File: src/rtl/des3_mode_ctrl_if.sv
// Block streams for des3_mode_ctrl: input blocks (valid/ready) and result blocks (valid/ready).
interface des3_mode_ctrl_if;
  logic        in_valid;
  logic        in_ready;
  logic [63:0] in_data;
  logic        out_valid;
  logic        out_ready;
  logic [63:0] out_data;

  modport master (output in_valid, in_data, out_ready, input in_ready, out_valid, out_data);
  modport slave  (input in_valid, in_data, out_ready, output in_ready, out_valid, out_data);
endinterface

File: src/rtl/des3_mode_ctrl.sv
// Block-mode sequencer for a des3 core: ECB always, CBC chaining when DES3_CTRL_CBC_EN is defined.
// One block in flight; results held on the output stream until consumed.
module des3_mode_ctrl #(
  parameter int unsigned TIMEOUT = 255
) (
  input  logic                 wb_clk_i,
  input  logic                 wb_rst_ni,
  input  logic                 cfg_decrypt,
  input  logic                 cfg_cbc,
  input  logic                 iv_load,
  input  logic [63:0]          iv,
  des3_mode_ctrl_if.slave      bus,
  output logic                 core_start,
  output logic                 core_decrypt,
  output logic [63:0]          core_din,
  input  logic [63:0]          core_dout,
  input  logic                 core_valid,
  output logic                 busy,
  output logic                 err,
  input  logic                 err_clr
);

  localparam logic [7:0] TO = 8'(TIMEOUT);

  typedef enum logic [2:0] {S_IDLE, S_START, S_WAIT, S_OUT, S_ERR} state_t;

  state_t      r_state, w_state_nxt;
  logic        r_cv_q;
  logic        r_dec;
  logic        r_err;
  logic [7:0]  r_cnt;
  logic [63:0] r_core_din;
  logic [63:0] r_out_data;
  logic [63:0] w_din_acc;
  logic [63:0] w_out_calc;
  logic [7:0]  w_cnt_nxt;
  logic        w_accept, w_edge, w_tmo;

  assign w_accept  = bus.in_valid & (r_state == S_IDLE);
  assign w_edge    = core_valid & ~r_cv_q;
  assign w_cnt_nxt = r_cnt + 8'd1;
  assign w_tmo     = (TO != 8'd0) && (w_cnt_nxt == TO);

`ifdef DES3_CTRL_CBC_EN
  logic        r_cbc;
  logic [63:0] r_chain;
  logic [63:0] w_r_eff;

  // An iv_load coinciding with accept must chain against the new IV.
  assign w_r_eff    = iv_load ? iv : r_chain;
  assign w_din_acc  = (cfg_cbc & ~cfg_decrypt) ? (bus.in_data ^ w_r_eff) : bus.in_data;
  assign w_out_calc = (r_cbc & r_dec) ? (core_dout ^ r_chain) : core_dout;

  always_ff @(posedge wb_clk_i or negedge wb_rst_ni) begin
    if (!wb_rst_ni) begin
      r_cbc   <= 1'b0;
      r_chain <= 64'd0;
    end else if (r_state == S_IDLE) begin
      if (w_accept) r_cbc <= cfg_cbc;
      if (iv_load)  r_chain <= iv;
    end else if (r_state == S_WAIT && w_edge && r_cbc) begin
      // Decrypt chains on the ciphertext, which is what core_din still holds.
      r_chain <= r_dec ? r_core_din : core_dout;
    end
  end
`else
  logic w_unused;
  assign w_unused   = ^{cfg_cbc, iv_load, iv};
  assign w_din_acc  = bus.in_data;
  assign w_out_calc = core_dout;
`endif

  always_ff @(posedge wb_clk_i or negedge wb_rst_ni) begin
    if (!wb_rst_ni) r_state <= S_IDLE;
    else            r_state <= w_state_nxt;
  end

  always_comb begin
    w_state_nxt   = r_state;
    bus.in_ready  = 1'b0;
    bus.out_valid = 1'b0;
    core_start    = 1'b0;
    busy          = 1'b1;
    case (r_state)
      S_IDLE: begin
        bus.in_ready = 1'b1;
        busy         = 1'b0;
        if (bus.in_valid) w_state_nxt = S_START;
      end
      S_START: begin
        core_start  = 1'b1;
        w_state_nxt = S_WAIT;
      end
      S_WAIT: begin
        if (w_edge)     w_state_nxt = S_OUT;
        else if (w_tmo) w_state_nxt = S_ERR;
      end
      S_OUT: begin
        bus.out_valid = 1'b1;
        if (bus.out_ready) w_state_nxt = S_IDLE;
      end
      S_ERR: begin
        if (err_clr) w_state_nxt = S_IDLE;
      end
      default: w_state_nxt = S_IDLE;
    endcase
  end

  always_ff @(posedge wb_clk_i or negedge wb_rst_ni) begin
    if (!wb_rst_ni) begin
      r_cv_q     <= 1'b0;
      r_dec      <= 1'b0;
      r_err      <= 1'b0;
      r_cnt      <= 8'd0;
      r_core_din <= 64'd0;
      r_out_data <= 64'd0;
    end else begin
      r_cv_q <= core_valid;
      case (r_state)
        S_IDLE: if (w_accept) begin
          r_dec      <= cfg_decrypt;
          r_core_din <= w_din_acc;
        end
        S_START: r_cnt <= 8'd0;
        S_WAIT: begin
          if (w_edge) begin
            r_out_data <= w_out_calc;
          end else begin
            r_cnt <= w_cnt_nxt;
            if (w_tmo) r_err <= 1'b1;
          end
        end
        S_ERR: if (err_clr) r_err <= 1'b0;
        default: ;
      endcase
    end
  end

  assign bus.out_data = r_out_data;
  assign core_din     = r_core_din;
  assign core_decrypt = r_dec;
  assign err          = r_err;

endmodule

File: src/flat_wrapper.sv
// flat-port wrapper written by rule: the top's interface ports become plain ports
module des3_mode_ctrl_flat 
#(
  parameter int unsigned TIMEOUT = 255
)
  (wb_clk_i, wb_rst_ni, cfg_decrypt, cfg_cbc, iv_load, iv, core_start, core_decrypt, core_din, core_dout, core_valid, busy, err, err_clr, bus_in_valid, bus_in_data, bus_out_ready, bus_in_ready, bus_out_valid, bus_out_data);
  des3_mode_ctrl_if bus_i ();
  input  logic wb_clk_i;
  input  logic wb_rst_ni;
  input  logic cfg_decrypt;
  input  logic cfg_cbc;
  input  logic iv_load;
  input  logic [63:0] iv;
  output logic core_start;
  output logic core_decrypt;
  output logic [63:0] core_din;
  input  logic [63:0] core_dout;
  input  logic core_valid;
  output logic busy;
  output logic err;
  input  logic err_clr;
  input wire logic [$bits(bus_i.in_valid)-1:0] bus_in_valid;
  input wire logic [$bits(bus_i.in_data)-1:0] bus_in_data;
  input wire logic [$bits(bus_i.out_ready)-1:0] bus_out_ready;
  output wire logic [$bits(bus_i.in_ready)-1:0] bus_in_ready;
  output wire logic [$bits(bus_i.out_valid)-1:0] bus_out_valid;
  output wire logic [$bits(bus_i.out_data)-1:0] bus_out_data;
  assign bus_i.in_valid = bus_in_valid;
  assign bus_i.in_data = bus_in_data;
  assign bus_i.out_ready = bus_out_ready;
  assign bus_in_ready = bus_i.in_ready;
  assign bus_out_valid = bus_i.out_valid;
  assign bus_out_data = bus_i.out_data;
  des3_mode_ctrl #(.TIMEOUT(TIMEOUT)) u_core (.wb_clk_i(wb_clk_i), .wb_rst_ni(wb_rst_ni), .cfg_decrypt(cfg_decrypt), .cfg_cbc(cfg_cbc), .iv_load(iv_load), .iv(iv), .bus(bus_i), .core_start(core_start), .core_decrypt(core_decrypt), .core_din(core_din), .core_dout(core_dout), .core_valid(core_valid), .busy(busy), .err(err), .err_clr(err_clr));
endmodule
File: config.mk
export PLATFORM = sky130hd
export DESIGN_NAME = des3_mode_ctrl_flat
export DESIGN_NICKNAME = d
export VERILOG_FILES = /design/src/rtl/des3_mode_ctrl_if.sv /design/src/rtl/des3_mode_ctrl.sv /design/src/flat_wrapper.sv
export SDC_FILE = /design/constraint.sdc
export NUM_CORES = 1
export LEC_CHECK = 0
export CAP_MARGIN = 30
export CORE_AREA = 2 2 131 133
export DETAILED_ROUTE_END_ITERATION = 7
export DIE_AREA = 0 0 133 135
export PLACE_DENSITY_LB_ADDON = 0.05
export REMOVE_ABC_BUFFERS = 1
export SETUP_SLACK_MARGIN = 0.1
export SYNTH_ARGS = -nofsm -noshare
export SYNTH_HDL_FRONTEND = slang
export SYNTH_SLANG_ARGS = --single-unit
File: constraint.sdc
create_clock -name wb_clk_i -period 2.09 [get_ports wb_clk_i]
set_input_delay 0.627 -clock wb_clk_i [delete_from_list [all_inputs] [get_ports wb_clk_i]]
set_output_delay 0.627 -clock wb_clk_i [all_outputs]
set_load 0.01 [all_outputs]
==> run metrics <==
outcome finished, final reports clean; DIE WIDTH 133 um; first-pass GRT wire length 23900 um; Yosys reg bits 142; Overflow after GRT 0; clock skew 0.00697 ns; CTS sink cnt 142; Syn. warnings 0; H-tree lvl count 4; vias 4045; wire per inst 17.3 um; Pwr Density 1480 nW/um^2; cells after synthesis 365; Iteration-0 DRC Markers 115; DP HPWL 11200 um; chip height 135 um; sequential element share of the synthesized area 60.8%; top-area cell type share of the netlist area 60.8%; filler cell count in the final layout 1302; # DRC 0; share of cells above drive strength 1 29.5%; max incr delay on CP 0.41 ns; Static Leakage 4.50 nW; Clock transition at path regs 0.06 ns; Synth cell types 40; Synth area leaders dfrtp_1 (61%), mux2_2 (15%), mux2_4 (13%), buf_12 (2.1%), o21ai_0 (1.0%); core area 16400 sq um; slowest stage cell on the critical path dfrtp_2; final hold violation count 0; area of the die 18000 sq um; synth cell count leaders dfrtp_1 (142), mux2_2 (79), mux2_4 (50), o21ai_0 (12), nand3_1 (9); hold_buf cts 0; drt first pass iters 4; Synth async-reset ratio 100%; number of enable flip-flop cells after synthesis 0; critical-path cell list or3_4 -> inv_4 -> buf_6; crit path kind register to output pin; Synth area leader dfrtp_1; Clock Tree Buf Depth 2; clk root buf clkbuf_16; crit end category output pin; Max FO, Critical Path 2; maximum clock frequency 496 MHz; crit start category register; Global Route Usage Sum 17.5%; Total Power 14.1 mW; synthesized area 5840 sq um; commonest register cell after synthesis dfrtp_1; measured slew at the worst slew-check pin 0.375 ns; Vias/cell 4.53; vias in the first global route 4264; initial antenna violation count 2; period utilisation layout 96.5%; footprint of the multi-input gates 2110 sq um; unrepaired setup endpoints after global routing yes; I/O pin count 335; CTS buffer count 17; arrival time at the worst endpoint 1.39 ns; drt total wl 15400 um; area grow syn2layout 64.0%; Rel. slew slack 75.0%; sequential cell area 3560 sq um; Final nets 861; most numerous cell in the Yosys netlist dfrtp_1; maxcap violations 0; CP Data Required Time 1.46 ns; worst reg-to-reg path cell count 8; Initial Util 35.6%; placer congestion estimate 0.757; antenna-violating nets left 0; setup tns final 0 ns; largest net degree at the start of global routing 65; CTS tree yes; I/O Buffers 268; Cell Rows 47; Worst VDD drop 809 uV; post-route minimum period 2.02 ns; Final Setup Violations 0; Final Core Density 58.4%; final slew viol count 0; clock latency on the worst-skew pair 0.42 ns; Syn Area/Cell 16.0 sq um; Hold WC Path Type primary input to async pin
-- cells in the final DEF (no fill, tap or decap), drive strengths merged, types with 7 or more instances in the layout --
master / count
dfrtp: 142
buf: 29
dlygate4sd2: 10
clkdlybuf4s50: 205
o21ai: 12
nor2: 7
nand3: 9
clkbuf: 19
mux2: 129
dlymetal6s2s: 48
-- final timing paths --
path                                                          start  slack [ns]                             endpoint
worst max-delay path                  u_core.r_state[2]$_DFFE_PN0P_        0.07                         bus_in_ready
worst min-delay path                                      wb_rst_ni         0.1      u_core.core_din[61]$_DFFE_PN0P_
worst max register to register        u_core.r_state[2]$_DFFE_PN0P_        0.29          u_core.r_cnt[2]$_DFFE_PN0P_
worst min register to register  u_core.bus.out_data[50]$_DFFE_PN0P_        0.50  u_core.bus.out_data[50]$_DFFE_PN0P_
max in group asynchronous                                 wb_rst_ni        1.32  u_core.bus.out_data[39]$_DFFE_PN0P_
min in group wb_clk_i           u_core.bus.out_data[50]$_DFFE_PN0P_        0.50  u_core.bus.out_data[50]$_DFFE_PN0P_
-- state kept, by name, indices dropped and copies added (netlist names) --
name / cells
u_core.core_decrypt: 1
u_core.r_state: 3
u_core.bus.out_data: 64
u_core.err: 1
u_core.r_cnt: 8
u_core.core_din: 64
u_core.r_cv_q: 1
-- layer usage --
layer / global-route usage (%) / vias up / wire (um)
met5: 0 / - / 0
met4: 8.06 / 0 / 413
met3: 5.56 / 26 / 913
met1: 20.7 / 1980 / 6260
met2: 29.2 / 147 / 7820
li1: - / 1892 / -
-- final cells by class --
cell class                 count  area share [%]
antenna                        2          0.0522
clock buffer                  19            4.62
clock inverter                13            1.48
inverter                       3           0.144
multi-input combinational    202            22.0
sequential                   142            37.1
tap                          220            2.87
timing repair buffer         292            31.7
-- worst max-delay path, delay by kind of cell, from the launching register on --
| family | cells | cell delay (ns) |
|---|---|---|
| buffers and inverters | 2 | 0.16 |
| DFF | 1 | 0.41 |
| and+or+nand+nor | 1 | 0.40 |
-- stage by stage --
| step | std cells | hold WS (ns) | setup slack, ns | cell area, sq um |
|---|---|---|---|---|
| finish | 893 | 0.0977 | 0.0725 | 9580 |
| global route | 893 | 0.0939 | 0.0168 | 9580 |
| CTS | 891 | 0.0872 | 0.0316 | 9450 |
| detailed placement | 856 | 0.491 | -0.126 | 8860 |
| global placement | 856 | 0.486 | -0.0918 | 8860 |
| floorplan | 347 | 0.331 | -1.05 | 5650 |
-- logic make-up (layout without fill, tap and decap cells) --
| group | count (synthesis) | after routing | share of synthesized area (%) |
|---|---|---|---|
| buffers and inverters | 21 | 327 | 3.45 |
| adders and majority gates | 2 | 2 | 0.428 |
| muxes | 130 | 130 | 28.2 |
| and+or+nand+nor | 40 | 40 | 3.85 |
| other | 0 | 2 | 0 |
| DFF | 142 | 142 | 60.8 |
| AOI/OAI and AO/OA | 30 | 30 | 3.21 |
-- timing repair --
action / CTS / global route
buffers inserted: 3 / 0
pin swaps: 1 / 0
endpoints found under the setup margin: 14 / 52
gates resized for setup: 31 / 50
hold endpoints to repair: 0 / 0
-- power by group --
group          leakage (nW)  internal (mW)  switching, mW
Combinational          2.54           4.06           2.38
Clock                 0.268           1.79           1.18
Sequential             1.69           4.09          0.653
Total                  4.50           9.94           4.21
Power figures use the tool's default switching activity.
